[src/rtl/proc_pkg.sv]
// Shared processor package: ALU op encodings, shift types, flag bit positions and datapath width.
package proc_pkg;

    localparam int DATA_W = 16;

    typedef enum logic [1:0] {
        OP_ADD_SUB     = 2'b00,
        OP_LOGICAL_AND = 2'b01,
        OP_SHFT_ROT    = 2'b10,
        OP_PASS        = 2'b11
    } op_e;

    typedef enum logic [1:0] {
        SHFT_LSL = 2'b00,
        SHFT_LSR = 2'b01,
        SHFT_ASR = 2'b10,
        SHFT_ROR = 2'b11
    } shft_e;

    localparam int FLAG_C = 2;
    localparam int FLAG_N = 1;
    localparam int FLAG_Z = 0;

endpackage

[src/rtl/barrel_shifter.sv]
// Combinational 16-bit barrel shifter (LSL/LSR/ASR/ROR) returning the last bit shifted out as carry.
module barrel_shifter
    import proc_pkg::*;
(
    input  logic [DATA_W-1:0] data_i,
    input  logic [3:0]        amt_i,
    input  logic [1:0]        type_i,
    output logic [DATA_W-1:0] result_o,
    output logic              cout_o
);

    // One guard bit on the far side of each shift captures the last bit shifted out.
    logic [DATA_W:0]        lsl_ext;
    logic [DATA_W:0]        lsr_ext;
    logic signed [DATA_W:0] asr_in;
    logic signed [DATA_W:0] asr_ext;
    logic [DATA_W-1:0]      ror_res;
    logic [4:0]             ror_back;

    assign lsl_ext  = {1'b0, data_i} << amt_i;
    assign lsr_ext  = {data_i, 1'b0} >> amt_i;
    assign asr_in   = {data_i, 1'b0};
    assign asr_ext  = asr_in >>> amt_i;
    assign ror_back = 5'd16 - {1'b0, amt_i};
    assign ror_res  = (data_i >> amt_i) | (data_i << ror_back);

    always_comb begin
        result_o = data_i;
        cout_o   = 1'b0;
        case (type_i)
            SHFT_LSL: begin
                result_o = lsl_ext[DATA_W-1:0];
                cout_o   = lsl_ext[DATA_W];
            end
            SHFT_LSR: begin
                result_o = lsr_ext[DATA_W:1];
                cout_o   = lsr_ext[0];
            end
            SHFT_ASR: begin
                result_o = asr_ext[DATA_W:1];
                cout_o   = asr_ext[0];
            end
            SHFT_ROR: begin
                result_o = ror_res;
                cout_o   = ror_res[DATA_W-1];
            end
            default: ;
        endcase
        if (amt_i == 4'd0) begin
            result_o = data_i;
            cout_o   = 1'b0;
        end
    end

endmodule

[src/rtl/alu_flag_unit.sv]
// ALU with A/G/flags registers; shift/rotate support is compiled in only when ALU_SHIFT_ROT_EN is defined.
module alu_flag_unit
    import proc_pkg::*;
(
    input  logic              clk,
    input  logic              reset_n,
    input  logic [DATA_W-1:0] bus_in,
    input  logic              A_in,
    input  logic              G_in,
    input  logic              flag_in,
    input  logic [1:0]        op,
    input  logic              add_sub_ctrl,
    input  logic [1:0]        shift_rot_type,
    output logic [DATA_W-1:0] G_out,
    output logic [2:0]        flag_out
);

    logic [DATA_W-1:0] a_q, a_d;
    logic [DATA_W-1:0] g_q, g_d;
    logic [2:0]        flag_q, flag_d;
    logic [DATA_W:0]   sum;
    logic [DATA_W-1:0] alu_res;
    logic              alu_cout;

`ifdef ALU_SHIFT_ROT_EN
    logic [DATA_W-1:0] shft_res;
    logic              shft_cout;

    barrel_shifter u_shifter (
        .data_i   (a_q),
        .amt_i    (bus_in[3:0]),
        .type_i   (shift_rot_type),
        .result_o (shft_res),
        .cout_o   (shft_cout)
    );
`else
    logic unused_shift_type;
    assign unused_shift_type = ^shift_rot_type;
`endif

    // Subtract as A + ~B + 1 so the carry reads as "no borrow".
    always_comb begin
        if (add_sub_ctrl) begin
            sum = {1'b0, a_q} + {1'b0, ~bus_in} + 17'd1;
        end else begin
            sum = {1'b0, a_q} + {1'b0, bus_in};
        end
    end

    // Unknown or pass opcodes fall to the default: result = B, carry clear.
    always_comb begin
        alu_res  = bus_in;
        alu_cout = 1'b0;
        case (op)
            OP_ADD_SUB: begin
                alu_res  = sum[DATA_W-1:0];
                alu_cout = sum[DATA_W];
            end
            OP_LOGICAL_AND: begin
                alu_res = a_q & bus_in;
            end
`ifdef ALU_SHIFT_ROT_EN
            OP_SHFT_ROT: begin
                alu_res  = shft_res;
                alu_cout = shft_cout;
            end
`endif
            default: ;
        endcase
    end

    always_comb begin
        a_d    = a_q;
        g_d    = g_q;
        flag_d = flag_q;
        if (!A_in) begin
            a_d = bus_in;
        end
        if (!G_in) begin
            g_d = alu_res;
        end
        if (!flag_in) begin
            flag_d[FLAG_C] = alu_cout;
            flag_d[FLAG_N] = alu_res[DATA_W-1];
            flag_d[FLAG_Z] = (alu_res == '0);
        end
    end

    always_ff @(posedge clk) begin
        if (!reset_n) begin
            a_q    <= '0;
            g_q    <= '0;
            flag_q <= '0;
        end else begin
            a_q    <= a_d;
            g_q    <= g_d;
            flag_q <= flag_d;
        end
    end

    assign G_out    = g_q;
    assign flag_out = flag_q;

endmodule

[config.mk]
export PLATFORM = sky130hd
export DESIGN_NAME = alu_flag_unit
export DESIGN_NICKNAME = d
export VERILOG_FILES = /design/src/rtl/proc_pkg.sv /design/src/rtl/barrel_shifter.sv /design/src/rtl/alu_flag_unit.sv
export SDC_FILE = /design/constraint.sdc
export NUM_CORES = 1
export LEC_CHECK = 0
export ABC_CLOCK_PERIOD_IN_PS = 3230
export BUFFER_PORTS_ARGS = -buffer_cell sky130_fd_sc_hd__buf_2
export CAP_MARGIN = 20
export CORE_ASPECT_RATIO = 0.8
export CORE_MARGIN = 1.5
export CORE_UTILIZATION = 59
export DETAILED_ROUTE_END_ITERATION = 7
export PLACE_DENSITY = 0.84
export RECOVER_POWER = 50
export SLEW_MARGIN = 10
export SYNTH_ARGS = -nofsm -noshare
export SYNTH_HDL_FRONTEND = slang
export SYNTH_HIERARCHICAL = 1
export SYNTH_SLANG_ARGS = --single-unit
[constraint.sdc]
create_clock -name clk -period 3.23 [get_ports clk]
set_input_delay 0.323 -clock clk [delete_from_list [all_inputs] [get_ports clk]]
set_output_delay 0.323 -clock clk [all_outputs]
set_load 0.02 [all_outputs]
==> results.md, run 1 <==
- Pint: 0.8659 mW
- WL final: 9.727 mm
- First-pass GRT wire length: 15.84 mm
- Die Wd: 86.15 um
- Fin nets: 531
- Max VDD drop: 262.8 uV
- Ant diodes: 0
- Clock skew: 0.01195 ns
- EDFF count, synth: 0
- Clk root buf: clkbuf_8
- Critical path's most frequent cell: a211o_1
- Residual DRC: 0
- IO Port Bufs: 42
- TritonCTS Buffers: 5
- Post-synthesis mux area share: 7.400%
- Status: finished, final reports clean
- Compound-Gate Fraction of Synth Area: 25.54%
- Post-Synth XOR/XNOR Area: 1.610%
- Max-Cap Viols: 0
- Worst path max stage delay: 0.48 ns
- Seq pwr share: 35.0%
- FP Rows: 24
- Inst Count DP: 527
- Lkg Pwr: 1.678 nW
- Total congestion overflow: 0
- Placed cell area: 3538 um2
- CTS tree: yes
- Slowest stage cell, crit path: ha_1
- Layout area overhead: 12.46%
- Vias in the first global route: 3279
- Critical path peak fanout: 8
- Post-Synth Adder-Cell Area: 13.88%
- Hold crit path type: in -> reg
- DP Wirelength: 7.086 mm
- RSZ-0062 raised after global routing: false
- Final RePlAce weighted congestion: 0.9517
- Peak Freq: 317.3 MHz
- NetSw: 0.5019 mW
- Fin cells: 535
- Clock sink count: 35
- Yosys warns: 6
- Post-layout minimum cycle time: 3.152 ns
- Final instance area: 3670 um2
- Post-route ant nets: 0
- Critical Path RT: 3.50 ns
- Post-Syn Area: 3263 um2
- DR iter-0 viols: 430
- Routed len/inst: 18.18 um
- Mapped Cells: 431
- Vias: 3453
- Clock Pin Slew Worst Setup and Hold Paths: 0.09 ns
- Max-slew headroom: 4.434%
- Clk buf depth: 2
- Final setup fails: 0
- Final hold vios: 0
- Pre-CTS setup slack: -0.02865 ns
- Layout cells sized above 1: 15.11%
- Largest net degree at the start of global routing: 32
- Die area: 5988 um2
- IO Count: 45
- Sequential area share after synthesis: 21.47%
- Initial Utilization: 60.37%
- Power per standard cell area: 372.7 nW/um2
- Crit start category: register
- Clk pwr share: 30.5%
- DRT Pass-1 Iters: 6
- Clk Latency, worst-skew pair: 0.32 ns
- Max-slew violations: 0
- Vert. Die Dim: 69.52 um
- CP Capture Type: register
- Gate power share: 34.4%
- Avg Inst Size Synth: 7.571 um2
- WP data arrival: 3.42 ns
- Synth cell types: 68
- CP Cell Sequence: ha_1 -> nor2b_1 -> o21bai_1 -> nand3_1 -> a211o_1 -> and4_1 -> o311ai_0 -> o21ai_0 -> a211o_1 -> nor4_2 -> a31o_1
- Post-synth top flop: dfxtp_1
- Area of the core: 5405 um2
- H-tree depth: 2
- GR Util All Layers: 33.56%
- Number of vias per cell: 6.454
- Critical path class: reg -> reg
- Worst-Margin Slew: 1.433 ns
- Sw Ratio: 36.69%
- Number of synthesized register bits: 35
- Syn Nets: 492
- Combinational family with the most area after synthesis: compound AO/OA/AOI/OAI gates
- Final Cycle Share: 97.57%
- Fraction of registers with async set/reset: 0%
- Total power: 1.368 mW
- Post-Synth Simple-Gate Area: 22.81%
- Initial antenna violation count: 0
- Setup ws final: 0.07840 ns
## cell families (layout without fill, tap and decap cells)
kind of cell | count (synthesis) | after routing
compound gates | 120 | 120
xor+xnor | 6 | 6
fa+ha+maj | 35 | 35
buf+inv | 57 | 96
flops | 35 | 35
mux | 24 | 24
simple gates | 154 | 154
## layer usage
metal / global-route usage [%] / wire length [um]
met1: 49.33 / 4330
met2: 50.92 / 4158
met3: 6.905 / 1128
met4: 6.631 / 110
met5: 0 / 0
## what timing repair did
item,4_1_cts,5_1_grt
hold buffers,0,0
endpoints found under the setup margin,0,1
setup buffers,0,1
resized for setup,0,7
endpoints found under the hold margin,0,0
## placed cells by master, fill, tap and decap left out, types with 4 or more instances in the layout
cell,instances
nand2b_1,8
ha_1,33
o211ai_1,5
buf_2,31
o21ai_0,15
clkbuf_8,5
nand3_1,10
o21a_1,5
nand2_1,32
nor2_1,51
and2_1,7
o21bai_1,5
a21oi_1,31
o31ai_1,4
inv_1,32
clkbuf_1,11
nor3_1,23
a211oi_1,8
o22ai_1,4
nor2b_1,4
mux2i_1,23
dfxtp_1,34
a211o_1,5
buf_4,14
xnor2_1,5
## synthesized netlist by cell type, types with 2 or more instances
cell type,instances,area [um2]
a22oi_1,2,15.01
dfxtp_1,35,700.7
o21bai_1,5,37.54
o22ai_1,4,25.02
a32oi_1,3,26.28
o211ai_1,5,37.54
nand2_1,32,120.1
o21ai_1,3,15.01
nor3b_1,2,15.01
o311ai_0,2,17.52
nor2_1,51,191.4
a21o_1,3,22.52
fa_1,2,40.04
ha_1,33,412.9
nand3_1,10,50.05
xnor2_1,5,43.79
or4_1,3,22.52
a211oi_1,8,60.06
and2_1,7,43.79
o21ai_0,15,75.07
o21a_1,5,37.54
clkbuf_1,13,48.80
nor4_1,3,18.77
nor2b_1,4,25.02
a211o_1,5,43.79
o31ai_1,4,30.03
buf_4,2,15.01
a2111oi_0,3,26.28
inv_1,32,120.1
a31o_2,2,17.52
buf_2,7,35.03
a21oi_1,31,155.2
mux2i_1,23,230.2
nand2b_1,8,50.05
nor3_1,23,115.1
a311oi_1,2,17.52
a31oi_1,3,18.77
## registers in the layout (all words and copies together), names as in the netlist
register / cells
a_q: 16
flag_out: 3
G_out: 16
## layout make-up
type	count	area, um2
clock buffer	5	68.82
clock inverter	2	37.54
fill	448	1735
inverter	33	123.9
multi-input combinational	339	2355
sequential	35	701.9
tap	65	81.33
timing repair buffer	56	301.5
## power groups by stage
stage / clock network, mW / registers, mW / logic (mW)
6_report: 0.417 / 0.479 / 0.471
5_1_grt: 0.431 / 0.483 / 0.511
4_1_cts: 0.417 / 0.478 / 0.454
3_5_place_dp: 0 / 0.488 / 0.450
3_3_place_gp: 0 / 0.486 / 0.436
2_1_floorplan: 0 / 0.504 / 0.303
## final timing paths
path                             startpoint          end  slack [ns]  depth (start not counted)
worst max-delay path                 a_q[3]  flag_out[0]        0.08                         11
worst min-delay path              bus_in[4]       a_q[4]        0.27                          3
worst max register to register       a_q[3]  flag_out[0]        0.08                         11
worst min register to register  flag_out[2]  flag_out[2]        0.46                          2
## through the flow
stage	setup TNS, ns	util [%]	hold WS (ns)
after CTS	0	67.43	0.2766
after global routing	0	67.89	0.3030
final	0	67.89	0.2677
after detailed placement	-0.02865	65.46	0.4511
after global placement	0	65.46	0.4408
after floorplan	0	-	0.4447
## worst max-delay path: cells and delay by family, from the launching register on
family	cells	cell delay, ns
fa+ha+maj	1	0.48
simple gates	4	0.68
compound gates	6	1.61
flops	1	0.34
No activity file was read; power rests on OpenSTA's default activity.
==> run 2, diff against run 1 <==
CORE_ASPECT_RATIO = default   (was 0.8)
CORE_UTILIZATION = 45   (was 59)
PLACE_DENSITY = 0.67   (was 0.84)
==> results.md, run 2 (same netlist as run 1, synthesis figures left out) <==
- Status: complete, but fails checks
- Violated checks: capacitance limit, slew limit
- Area of the core: 6907 um2 (+28%)
- Clock Pin Slew Worst Setup and Hold Paths: 0.09 ns (about the same)
- Register area: 701.9 um2 (unchanged)
- Max VDD drop: 195.8 uV (-26%)
- Sw Ratio: 35.60% (-1.1 points)
- Seq pwr share: 34.3% (-0.7 points)
- Peak Freq: 326.7 MHz (+3.0%)
- GR Util All Layers: 25.45% (-8.1 points)
- Layout area overhead: 14.23%
- Total power: 1.392 mW (+1.7%)
- Clock skew: 0.01100 ns (-0.0009491 ns)
- Hold path depth: 3 (unchanged)
- Ant diodes: 0 (unchanged)
- Pint: 0.8962 mW (+3.5%)
- Post-layout minimum cycle time: 3.061 ns (-0.09067 ns)
- FP Rows: 30 (+25%)
- Hold wc startpoint: bus_in[12]
- CP Cell Sequence: inv_1 -> ha_1 -> fa_1 -> nand2b_4 -> a211oi_2 -> o21a_1 -> nor3_1 -> o31a_1 -> a211o_1 -> a2111o_1 -> a211o_1 -> nor4_2 -> a31o_1
- Critical path class: reg -> reg
- Reg-to-reg critical path startpoint: a_q[0]
- Max-Cap Viols: 1 (+1)
- DRT Pass-1 Iters: 6 (unchanged)
- Clk pwr share: 32.3% (+1.8 points)
- WP data arrival: 3.31 ns (-0.11 ns)
- Setup_tns: 0 ns (unchanged)
- CP Capture Type: register
- Vias: 3324 (-3.7%)
- DR iter-0 viols: 273 (-37%)
- Fillers: 703 (+57%)
- Gate power share: 33.4% (-1.0 points)
- Final setup fails: 0 (unchanged)
- Multi-input gate area: 2351 um2 (-0.16%)
- Worst path max stage delay: 0.38 ns (-0.10 ns)
- Fin util: 53.97% (-14 points)
- Clk root buf: clkbuf_8
- WL final: 9.361 mm (-3.8%)
- Number of hold buffers added after cts: 0 (unchanged)
- Initial antenna violation count: 0 (unchanged)
- DP Wirelength: 6.960 mm (-1.8%)
- NetSw: 0.4954 mW (-1.3%)
- IO Count: 45 (unchanged)
- Max-slew headroom: -0.2545% (-4.7 points)
- R2R cell count: 13 (+2)
- Critical path peak fanout: 3 (-5)
- IO Port Bufs: 42 (unchanged)
- Number of vias per cell: 5.852 (-9.3%)
- Max-slew violations: 16 (+16)
- RR Endpoint: flag_out[0]
- Most common cell after layout, fill and taps aside: nor2_1
- Clk buf depth: 2 (unchanged)
- CTS tree: yes
- Crit start category: register
- Post-route ant nets: 0 (unchanged)
- Clock sink count: 35 (unchanged)
- Critical path's most frequent cell: a211o_1
- Worst hold slack: 0.2732 ns (+0.005517 ns)
- H-tree depth: 2 (unchanged)
- Total congestion overflow: 0 (unchanged)
- Vias in the first global route: 3107 (-5.2%)
- Critical Path RT: 3.48 ns (-0.02 ns)
- Routed len/inst: 16.48 um (-9.4%)
- Initial Utilization: 47.25% (-13 points)
- Largest net degree at the start of global routing: 32 (unchanged)
- Commonest non-fill, non-tap cells in the layout: nor2_1 (51), dfxtp_1 (34), inv_1 (32), nand2_1 (32), ha_1 (32)
- Fin cells: 568 (+6.2%)
- Worst-Margin Slew: 1.504 ns (+0.07033 ns)
- Power per standard cell area: 373.3 nW/um2 (+0.17%)
- Lkg Pwr: 1.693 nW (+0.90%)
- Layout cells sized above 1: 15.25% (+0.15 points)
- Die area: 7771 um2 (+30%)
- Residual DRC: 0 (unchanged)
- Slowest stage cell, crit path: fa_1
- Register-to-register setup slack: 0.17 ns (+0.09 ns)
- Final Cycle Share: 94.77% (-2.8 points)
- Inst Count DP: 559 (+6.1%)
- First-pass GRT wire length: 15.31 mm (-3.3%)
- Hold crit path type: in -> reg
- Fin nets: 532 (+0.19%)
- Clk Latency, worst-skew pair: 0.31 ns (about the same)
- TritonCTS Buffers: 5 (unchanged)
- Final hold vios: 0 (unchanged)
- Vert. Die Dim: 88.16 um (+27%)
- Die Wd: 88.16 um (+2.3%)
- Worst Hold End: a_q[12]
- Final RePlAce weighted congestion: 0.9882 (+3.8%)
[run 2: through the flow]
step	area [um2]	setup slack, ns
finish	3727	0.1691
floorplan	3263	0.3589
global route	3727	-0.01913
detailed placement	3585	0.01997
global placement	3585	0.04830
CTS	3706	0.09000
[run 2: power groups by stage]
stage,sequential (mW),clock [mW],combinational (mW)
floorplan,0.504,0,0.303
global placement,0.486,0,0.443
detailed placement,0.487,0,0.448
CTS,0.477,0.458,0.451
global route,0.482,0.474,0.512
finish,0.478,0.449,0.465
[run 2: area by class of cell]
type	instances	share of cell area [%]
multi-input combinational	339	63.07
sequential	35	18.83
timing repair buffer	57	8.291
inverter	33	3.323
tap	96	3.223
clock buffer	6	2.216
clock inverter	2	1.041
[run 2: worst max-delay path by stage]
stage	from	to	slack, ns	cells after the start
after floorplan	a_q[0]	flag_out[0]	0.36	13
after global placement	bus_in[0]	flag_out[0]	0.05	13
after detailed placement	bus_in[0]	flag_out[0]	0.02	13
after CTS	a_q[0]	flag_out[0]	0.09	13
after global routing	a_q[0]	flag_out[0]	-0.02	13
final	a_q[0]	flag_out[0]	0.17	13
[run 2: layer usage]
metal	vias up	global-route usage [%]	wire length, um
li1	1628	-	-
met1	1534	37.30	4575
met2	148	38.38	3910
met3	14	3.487	715
met4	0	8.097	159
met5	-	0	0
[run 2: what timing repair did]
action / 4_1_cts / 5_1_grt
buffers inserted: 0 / 1
gates resized for setup: 0 / 8
endpoints found under the setup margin: 0 / 1
[run 2: critical path, delay by kind of cell, from the launching register on]
family                     cells  cell delay [ns]
AOI/OAI and AO/OA              7             1.67
adders and majority gates      2             0.58
buffers and inverters          1             0.06
DFF                            1             0.34
and+or+nand+nor                3             0.36
